==> config.mk <==
export PLATFORM = sky130hd
export DESIGN_NAME = zigzag_block_scheduler
export DESIGN_NICKNAME = d
export VERILOG_FILES = /design/src/rtl/zigzag_block_scheduler.sv
export SDC_FILE = /design/constraint.sdc
export NUM_CORES = 1
export LEC_CHECK = 0
export ABC_AREA = 1
export BUFFER_PORTS_ARGS = -buffer_cell sky130_fd_sc_hd__buf_4
export CAP_MARGIN = 40
export CORE_MARGIN = 2
export CORE_UTILIZATION = 49
export DETAILED_ROUTE_END_ITERATION = 8
export GPL_TIMING_DRIVEN = 0
export PLACE_DENSITY_LB_ADDON = 0.3
export SETUP_SLACK_MARGIN = 0.4
export SLEW_MARGIN = 10
export SYNTH_ARGS = -nofsm -noshare
export SYNTH_HDL_FRONTEND = slang
export SYNTH_SLANG_ARGS = --single-unit
==> constraint.sdc <==
create_clock -name clk_in -period 2.1 [get_ports clk_in]
set_input_delay 0.315 -clock clk_in [delete_from_list [all_inputs] [get_ports clk_in]]
set_output_delay 0.315 -clock clk_in [all_outputs]
set_load 0.005 [all_outputs]
==> src/rtl/zigzag_block_scheduler.sv <==
// zigzag_block_scheduler
// Feeds run/level tokens from the entropy decoder into zigzag_decoder one
// 64-coefficient block at a time. Tracks the in-block coefficient position,
// expands EOB into a zero fill token that completes the block, and holds off
// any block-completing token until the previous block has drained (8 columns
// plus a guard window). Counts drained blocks and keeps sticky error flags.
//
// Drain FSM states
//   state    | meaning
//   ---------+-----------------------------------------------------------
//   ST_IDLE  | no block draining; a completing token may be accepted
//   ST_WAIT  | block issued, counting decoder columns, timeout armed
//   ST_GUARD | 8th column seen (or timeout); waiting for mask clear
module zigzag_block_scheduler #(
    parameter int GUARD_CYCLES  = 2,
    parameter int DRAIN_TIMEOUT = 64,
    parameter int BLK_CNT_W     = 16
) (
    input  logic                 clk_in,
    input  logic                 rst_in,
    input  logic [11:0]          tok_value_in,
    input  logic [5:0]           tok_run_in,
    input  logic                 tok_eob_in,
    input  logic                 tok_valid_in,
    output logic                 tok_ready_out,
    output logic [11:0]          zz_value_out,
    output logic [5:0]           zz_run_out,
    output logic                 zz_valid_out,
    input  logic                 col_valid_in,
    output logic [2:0]           col_index_out,
    output logic                 block_done_out,
    output logic [BLK_CNT_W-1:0] block_count_out,
    output logic                 overrun_err_out,
    output logic                 timeout_err_out
);

    localparam logic [1:0] ST_IDLE  = 2'd0;
    localparam logic [1:0] ST_WAIT  = 2'd1;
    localparam logic [1:0] ST_GUARD = 2'd2;

    // Timers are down-counters: loaded on state entry, event fires at zero.
    localparam int TMO_W = (DRAIN_TIMEOUT > 1) ? $clog2(DRAIN_TIMEOUT) : 1;
    localparam int GRD_W = (GUARD_CYCLES > 1) ? $clog2(GUARD_CYCLES) : 1;
    localparam logic [TMO_W-1:0] TMO_LOAD = TMO_W'(DRAIN_TIMEOUT - 1);
    localparam logic [GRD_W-1:0] GRD_LOAD = GRD_W'(GUARD_CYCLES - 1);

    logic [1:0]       state_q;
    logic [5:0]       pos_q;
    logic [2:0]       col_cnt_q;
    logic [TMO_W-1:0] tmo_cnt_q;
    logic [GRD_W-1:0] grd_cnt_q;

    logic [6:0]       fill;
    logic [5:0]       issue_run;
    logic [11:0]      issue_value;
    logic             completing;
    logic             overrun;
    logic             accept;

    // Token fill math, EOB expansion and the stall rule for completing tokens.
    always_comb begin
        issue_run   = tok_run_in;
        issue_value = tok_value_in;
        fill        = {1'b0, pos_q} + {1'b0, tok_run_in} + 7'd1;
        if (tok_eob_in) begin
            issue_run   = 6'd63 - pos_q;
            issue_value = 12'd0;
            fill        = 7'd64;
        end
        completing    = fill[6];
        overrun       = !tok_eob_in && (fill > 7'd64);
        tok_ready_out = !rst_in && !(completing && (state_q != ST_IDLE));
        accept        = tok_valid_in && tok_ready_out;
    end

    // Issue register toward zigzag_decoder, coefficient position and overrun flag.
    always_ff @(posedge clk_in or posedge rst_in) begin
        if (rst_in) begin
            pos_q           <= 6'd0;
            zz_value_out    <= 12'd0;
            zz_run_out      <= 6'd0;
            zz_valid_out    <= 1'b0;
            overrun_err_out <= 1'b0;
        end else begin
            zz_valid_out <= accept;
            if (accept) begin
                zz_value_out <= issue_value;
                zz_run_out   <= issue_run;
                // An overrunning token still completes the block: the decoder
                // swaps buffers on it, so position restarts at 0.
                pos_q        <= completing ? 6'd0 : fill[5:0];
                if (overrun) begin
                    overrun_err_out <= 1'b1;
                end
            end
        end
    end

    // Drain tracking: column counting, block completion, timeout and guard window.
    always_ff @(posedge clk_in or posedge rst_in) begin
        if (rst_in) begin
            state_q         <= ST_IDLE;
            col_cnt_q       <= 3'd0;
            tmo_cnt_q       <= '0;
            grd_cnt_q       <= '0;
            col_index_out   <= 3'd0;
            block_done_out  <= 1'b0;
            block_count_out <= '0;
            timeout_err_out <= 1'b0;
        end else begin
            block_done_out <= 1'b0;
            case (state_q)
                ST_IDLE: begin
                    if (accept && completing) begin
                        state_q   <= ST_WAIT;
                        col_cnt_q <= 3'd0;
                        tmo_cnt_q <= TMO_LOAD;
                    end
                end
                ST_WAIT: begin
                    if (col_valid_in) begin
                        col_index_out <= col_cnt_q;
                        col_cnt_q     <= col_cnt_q + 3'd1;
                    end
                    if (col_valid_in && (col_cnt_q == 3'd7)) begin
                        block_done_out  <= 1'b1;
                        block_count_out <= block_count_out + BLK_CNT_W'(1);
                        state_q         <= ST_GUARD;
                        grd_cnt_q       <= GRD_LOAD;
                    end else if (tmo_cnt_q == '0) begin
                        // Force release so a stuck decoder cannot wedge the stream.
                        timeout_err_out <= 1'b1;
                        state_q         <= ST_GUARD;
                        grd_cnt_q       <= GRD_LOAD;
                    end else begin
                        tmo_cnt_q <= tmo_cnt_q - TMO_W'(1);
                    end
                end
                ST_GUARD: begin
                    if (grd_cnt_q == '0) begin
                        state_q <= ST_IDLE;
                    end else begin
                        grd_cnt_q <= grd_cnt_q - GRD_W'(1);
                    end
                end
                default: begin
                    state_q <= ST_IDLE;
                end
            endcase
        end
    end

endmodule

==> results of run 1 <==
stage by stage:
step / hold slack (ns) / cell area [um2] / util (%)
floorplan: 0.446 / 3120 / -
detailed placement: 0.441 / 3710 / 61.9
global placement: 0.457 / 3690 / 61.6
CTS: 0.0841 / 4100 / 68.4
global route: 0.114 / 4210 / 70.3
finish: 0.0669 / 4210 / 70.3
state kept, by name, indices dropped and copies added (netlist names):
| signal | count |
|---|---|
| block_count_out | 16 |
| zz_value_out | 12 |
| pos_q | 6 |
| tmo_cnt_q | 6 |
| zz_run_out | 6 |
| col_cnt_q | 3 |
| col_index_out | 3 |
| state_q | 2 |
| block_done_out | 1 |
| grd_cnt_q | 1 |
| overrun_err_out | 1 |
| timeout_err_out | 1 |
| zz_valid_out | 1 |
Yosys cell counts, drive strengths merged:
| master | number |
|---|---|
| xnor2 | 5 |
| inv | 48 |
| nor3 | 1 |
| or2 | 1 |
| nor3b | 1 |
| buf | 4 |
| xor2 | 11 |
| nand3 | 24 |
| fa | 1 |
| ha | 11 |
| dfrtp | 59 |
| nand3b | 1 |
| a31o | 1 |
| a21oi | 6 |
| nand2 | 122 |
| nand4 | 6 |
| clkinv | 1 |
| clkbuf | 3 |
| nor2 | 24 |
| o21a | 1 |
| o21ai | 35 |
final timing paths:
| path | startpoint | depth (start not counted) | end | slack (ns) |
|---|---|---|---|---|
| worst min-delay path | rst_in | 2 | block_count_out[8] | 0.07 |
| worst max-delay path | pos_q[0] | 17 | zz_value_out[7] | -0.19 |
| max in group asynchronous | rst_in | 3 | timeout_err_out | 1.46 |
| worst max register to register | pos_q[0] | 17 | zz_value_out[7] | -0.19 |
| min in group clk_in | tok_eob_in | 4 | overrun_err_out | 0.24 |
| worst min register to register | zz_run_out[1] | 2 | zz_run_out[1] | 0.48 |
kinds of logic after synthesis:
| logic type | after synthesis | synth area share [%] |
|---|---|---|
| XOR/XNOR | 16 | 4.54 |
| AND/OR/NAND/NOR | 180 | 27.4 |
| adder cells (fa/ha/maj) | 12 | 5.11 |
| buffers and inverters | 56 | 7.79 |
| flip-flops | 59 | 47.9 |
| AO/OA/AOI/OAI | 43 | 7.30 |
what timing repair did:
| item | 4_1_cts | 5_1_grt |
|---|---|---|
| gates resized for setup | 29 | 14 |
| buffers inserted | 12 | 6 |
| endpoints found under the setup margin | 41 | 41 |
| pin swaps | 6 | 3 |
| gates cloned | 2 | 0 |
metal layers:
layer / vias up / GRT usage (%) / share of wire (%)
met5: - / 0 / 0
met4: 0 / 8.94 / 1.2
met3: 7 / 4.57 / 4.3
met2: 68 / 35.9 / 50
met1: 1254 / 25.6 / 44
li1: 1350 / - / -
power by group:
| group | switching, mW | internal [mW] | total [mW] |
|---|---|---|---|
| combinational | 1.03 | 0.967 | 2.00 |
| sequential | 0.232 | 1.48 | 1.71 |
| clock | 0.417 | 0.448 | 0.865 |
final cells by class:
cell class                      instances  share of cell area [%]
Multi-Input combinational cell        252                    35.4
Sequential cell                        59                    35.1
Timing Repair Buffer                   84                    16.9
Inverter                               49                    4.70
Clock buffer                           12                    3.45
Tap cell                               75                    2.23
Buffer                                  7                    1.87
Clock inverter                          3                   0.357
cells in the final DEF, fill, tap and decap left out, types with 8 or more instances in the layout:
cell,count
o21ai_1,19
nor2_1,19
dfrtp_1,59
inv_1,42
nand3_1,20
ha_1,8
nand2_1,108
nand2_2,8
buf_4,76
clkbuf_8,10
xor2_1,11
o21ai_0,10
==> impl_metrics.csv, run 1 <==
group,metric,value,unit
status,status,"finished with violations",
status,violations,"negative setup slack",
finish,fillers,458,
synth,synthCells,366,
cts,clkSlewWorstSetupHoldPaths,0.06,ns
drt,vias_per_cell,4.95,
synth,ys_warn_count,0,
finish,finalNetCount,497,
cts,cts_tree,"yes",
synth,synth_cell_types,32,
timing,maxSlewViolCount,0,
power_and_ir_drop,peakVddDrop,0.000687,V
place,placed_cells,506,
synth,synth-seq-cells,59,
synth,yosysSeqAreaShare,47.9,%
synth,yosys.area.top_type,"dfrtp_1",
timing,fin_ws,-0.193,ns
setup_path,worstPathCellList,"inv_2, ha_4, fa_2, inv_2, nand2_2, nand2_2, nand3_2, nand2_2, o21ai_2, buf_4, buf_6, nand3_2, buf_6, buf_12, buf_8, nand2_1, o21ai_2",
setup_path,critPathTopFamily,"buffers and inverters",
finish,area_delta_synth_final,36.5,%
setup_path,worstSetupStartpointType,"flip-flop",
drt,wl_per_cell,13.4,um
flow_run,cap_violations,0,
setup_path,crit_path_top_delay_cell,"dfrtp_1",
finish,drive_gt1_share,31.5,%
timing,hold_viol_final,0,
die,start_util,51.5,%
timing,finalClockSkew,0.00550,ns
setup_path,cpMostUsedCell,"nand2_2",
setup_path,cpPeakStageDelay,0.38,ns
die,chipWidth,83.3,um
grt,grt_overflow,0,
die,core,0.00599,mm2
synth,synth.top_cells.by_area,"dfrtp_1 (48%), nand2_1 (14%), inv_1 (5.7%), o21ai_0 (4.7%), ha_1 (4.5%)",
power_and_ir_drop,cellPowerDensity,1080,mW/mm2
drt,drt-total-wl,7230,um
drt,ant_nets,0,
die,die-area,0.00694,mm2
grt,antenna_found_initial,0,
drt,initialDrtViolationCount,174,
timing,fmax,436,MHz
hold_path,hold_class,"input port to asynchronous set/reset pin",
setup_path,critical_path_class,"flip-flop to flip-flop",
cts,max-clock-path-buffers,2,
cts,cts-buffers-inserted,9,
timing,min_period_over_period,109,%
grt,track_usage,21.0,%
setup_path,crit_buf_inv,7,
cts,insertion_delay,0.33,ns
cts,cts.sinks,59,
place,place_worst_setup_slack,-0.0187,ns
drt,dr_total_vias,2679,
synth,synthesis.nets,401,
synth,syn_avg_cell_area,8.43,um2
timing,timing.final.crit_period,2.29,ns
grt,grt_max_degree,36,
setup_path,worstSetupEndpointType,"flip-flop",
power_and_ir_drop,p_leak,2.31,nW
die,chipHeight,83.3,um
setup_path,crit_required,2.35,ns
die,io_pins,65,
timing,worstMarginPinSlew,0.623,ns
timing,setup_viol,31,
synth,synthesis.area,0.00308,mm2
place,dpl.hpwl,4830,um
grt,grt_pass1_vias,2632,
setup_path,critical_path_arrival,2.54,ns
finish,regArea,0.00148,mm2
place,port-buffer-count,64,
finish,num_antenna_cells,0,
place,gp_congestion,0.888,
grt,grt_first_pass_wirelength,11800,um
cts,h-tree-depth,3,
power_and_ir_drop,power,4.57,mW
timing,tns,-3.51,ns
cts,cts_root_buf,"clkbuf_8",
setup_path,crit_fanout,5,
drt,drc,0,
die,rows,28,
drt,drt_pre_antenna_iters,5,
timing,max_slew_margin,58.4,%
finish,multi_input_area,0.00149,mm2
cts,cts_hold_buf,0,
synth,synth_top_area_share,47.9,%
finish,post_layout_nonfiller_instances,541,
timing,rsz0062_at_grt,"yes",
Note: power is estimated with default switching activity, not from simulation.
==> run 2, diff against run 1 <==
--- a/config.mk
+++ b/config.mk
@@ -5,7 +5,7 @@
 export SDC_FILE = /design/constraint.sdc
 export NUM_CORES = 1
 export LEC_CHECK = 0
-export ABC_AREA = 1
+export ABC_AREA = 0
 export BUFFER_PORTS_ARGS = -buffer_cell sky130_fd_sc_hd__buf_4
 export CAP_MARGIN = 40
 export CORE_MARGIN = 2
==> impl_metrics.csv, run 2 <==
group,metric,value,unit
grt,track_usage,25.0,%
setup_path,critical_path_class,"flip-flop to primary output",
cts,cts_root_buf,"clkbuf_8",
setup_path,worstSetupStartpointType,"flip-flop",
die,start_util,50.3,%
synth,synth_edf_count,0,
finish,reg_top3,"block_count_out x16, zz_value_out x12",
power_and_ir_drop,switching_share,35.8,%
power_and_ir_drop,intPower,3.62,mW
die,io_pins,65,
grt,grt_first_pass_wirelength,12200,um
place,dpl.hpwl,4510,um
timing,hold_viol_final,0,
synth,synth_top_family_by_area,"compound AO/OA/AOI/OAI gates",
timing,timing.final.crit_period,2.43,ns
power_and_ir_drop,p_leak,2.16,nW
place,place_area,0.00358,mm2
status,status,"finished with violations",
synth,synthSimpleGateAreaFrac,12.9,%
finish,finalNetCount,419,
power_and_ir_drop,peakVddDrop,0.000761,V
power_and_ir_drop,p_sw,2.02,mW
grt,grt_overflow,0,
synth,synth.top_cells.by_area,"dfrtp_1 (50%), mux2_2 (6.1%), ha_1 (4.7%), xnor2_1 (4.2%), o21ai_0 (3.9%)",
power_and_ir_drop,cellPowerDensity,1230,mW/mm2
timing,rsz0062_at_grt,"yes",
die,rows,28,
cts,cts-buffers-inserted,9,
power_and_ir_drop,combPwrFrac,45.3,%
finish,fin_area,0.00458,mm2
cts,h-tree-depth,3,
timing,maxSlewViolCount,0,
grt,grt_max_degree,39,
finish,largest-register,"block_count_out",
finish,drive_gt1_share,52.7,%
place,port-buffer-count,64,
drt,drt_pre_antenna_iters,4,
synth,yosysMostFrequentCell,"dfrtp_1",
finish,largest_reg_flops,16,
die,chipHeight,81.5,um
drt,initialDrtViolationCount,302,
drt,drt-total-wl,8750,um
synth,synthCells,276,
drt,vias_per_cell,5.81,
setup_path,crit_fanout,2,
synth,yosys.area.top_type,"dfrtp_1",
grt,antenna_found_initial,0,
synth,synthAdderAreaFrac,5.36,%
cts,cts.sinks,59,
setup_path,critPathTopFamily,"adder cells",
timing,worstMarginPinSlew,0.915,ns
setup_path,crit_path_top_delay_cell,"dfrtp_1",
finish,final_cell_mix,"buf_4 (79), dfrtp_1 (59), inv_1 (23), nor2_1 (15), mux2_2 (15)",
synth,synthesis.nets,311,
synth,yosys_most_used_dff,"dfrtp_1",
die,core,0.00585,mm2
place,gp_congestion,0.901,
synth,synthXorXnorAreaFrac,6.25,%
timing,fin_ws,-0.326,ns
timing,min_period_over_period,116,%
synth,synth_top_area_share,50.2,%
finish,num_antenna_cells,0,
finish,area_delta_synth_final,55.8,%
setup_path,critical_path_arrival,2.11,ns
timing,setup_viol,34,
synth,syn_avg_cell_area,10.7,um2
power_and_ir_drop,power_frac_seq,32.3,%
drt,ant_nets,0,
setup_path,worstSetupEndpointType,"primary output",
timing,fmax,412,MHz
cts,cts_tree,"yes",
timing,max_slew_margin,39.0,%
setup_path,crit_required,1.78,ns
synth,synth-seq-cells,59,
setup_path,worstPathCellList,"inv_2, ha_4, fa_2, nand2b_4, a211oi_4, o21ai_2, a21oi_2, nor2_1, buf_4",
synth,synth_cell_types,46,
setup_path,cpPeakStageDelay,0.37,ns
synth,synthesis.area,0.00294,mm2
timing,worst_hold_slack,0.0175,ns
power_and_ir_drop,pwr-share-clk,22.4,%
synth,async_flop_share,100,%
flow_run,cap_violations,0,
timing,finalClockSkew,0.0164,ns
finish,final_util,78.4,%
cts,clkSlewWorstSetupHoldPaths,0.08,ns
synth,synth_compound_area_share,14.2,%
cts,insertion_delay,0.35,ns
setup_path,crit_buf_inv,2,
grt,grt_pass1_vias,2512,
drt,wl_per_cell,18.9,um
status,violations,"negative setup slack",
synth,yosysSeqAreaShare,50.2,%
cts,max-clock-path-buffers,2,
finish,final_common_cell,"buf_4",
drt,drc,0,
drt,dr_total_vias,2694,
die,die-area,0.00664,mm2
hold_path,hold_class,"input port to asynchronous set/reset pin",
synth,synth_mux_area_share,6.12,%
synth,ys_warn_count,0,
die,chipWidth,81.5,um
finish,fillers,344,
synth,ys_top_cells_by_count,"dfrtp_1 (59), inv_1 (26), o21ai_0 (23)",
-- run 2: worst reg2reg max path, cell delays in order, from the launching register on --
cell	delay (ns)
dfrtp_1	0.37
inv_2	0.06
ha_4	0.16
fa_2	0.34
nand2b_4	0.16
a211oi_4	0.24
buf_4	0.16
buf_6	0.09
o221a_4	0.21
nor2_4	0.06
buf_6	0.16
mux2_2	0.27
-- run 2: power groups by stage --
stage	Combinational (mW)	Clock, mW	Sequential, mW
2_1_floorplan	1.08	0	1.72
4_1_cts	2.17	1.27	1.76
6_report	2.56	1.26	1.82
5_1_grt	2.75	1.34	1.85
3_5_place_dp	1.66	0	1.75
3_3_place_gp	1.60	0	1.73
-- run 2: cell families after synthesis --
| family | after synthesis |
|---|---|
| simple gates | 74 |
| buf+inv | 35 |
| flops | 59 |
| xor+xnor | 21 |
| compound gates | 59 |
| mux | 16 |
| fa+ha+maj | 12 |
-- run 2: worst paths after layout --
path                                      from                   to  slack, ns  depth (start not counted)
max in group asynchronous               rst_in     col_index_out[1]       1.51                          3
min                                     rst_in      zz_value_out[4]       0.02                          2
max reg2reg                           pos_q[0]        zz_run_out[1]      -0.30                         11
max                                   pos_q[0]        tok_ready_out      -0.33                          9
min reg2reg                block_count_out[15]  block_count_out[15]       0.47                          1
min in group clk_in            tok_value_in[2]      zz_value_out[2]       0.24                          3
-- run 2: what timing repair did --
action | in CTS | in global routing
pin swaps | 32 | 13
gates cloned | 3 | 0
hold buffers | 0 | 0
endpoints found under the setup margin | 46 | 51
buffers inserted | 16 | 13
gates resized for setup | 80 | 46
endpoints found under the hold margin | 0 | 0
-- run 2: layer usage --
layer  vias to the layer above  global-route usage (%)  share of wire [%]
met4                         0                    12.0                3.3
met2                       127                    40.7                 51
met3                        28                    5.93                6.2
met5                         -                       0                  0
li1                       1195                       -                  -
met1                      1344                    31.5                 40
-- run 2: stage by stage --
step / total power [mW] / setup WS (ns) / setup TNS (ns) / instances
6_report: 5.64 / -0.326 / -6.54 / 464
5_1_grt: 5.93 / -0.431 / -8.67 / 464
4_1_cts: 5.20 / -0.330 / -4.56 / 451
3_5_place_dp: 3.41 / -0.339 / -6.00 / 416
3_3_place_gp: 3.33 / -0.312 / -5.17 / 415
2_1_floorplan: 2.79 / -0.0441 / -0.132 / 276
-- run 2: final cells by class --
class,count,area (um2),area share (%)
plain buffers,9,72.6,1.58
clock buffers,13,179,3.90
clock inverters,3,67.6,1.47
inverters,26,101,2.21
multi-input cells,182,1760,38.3
flip-flops and latches,59,1480,32.2
well taps,75,93.8,2.05
repair buffers,97,836,18.2
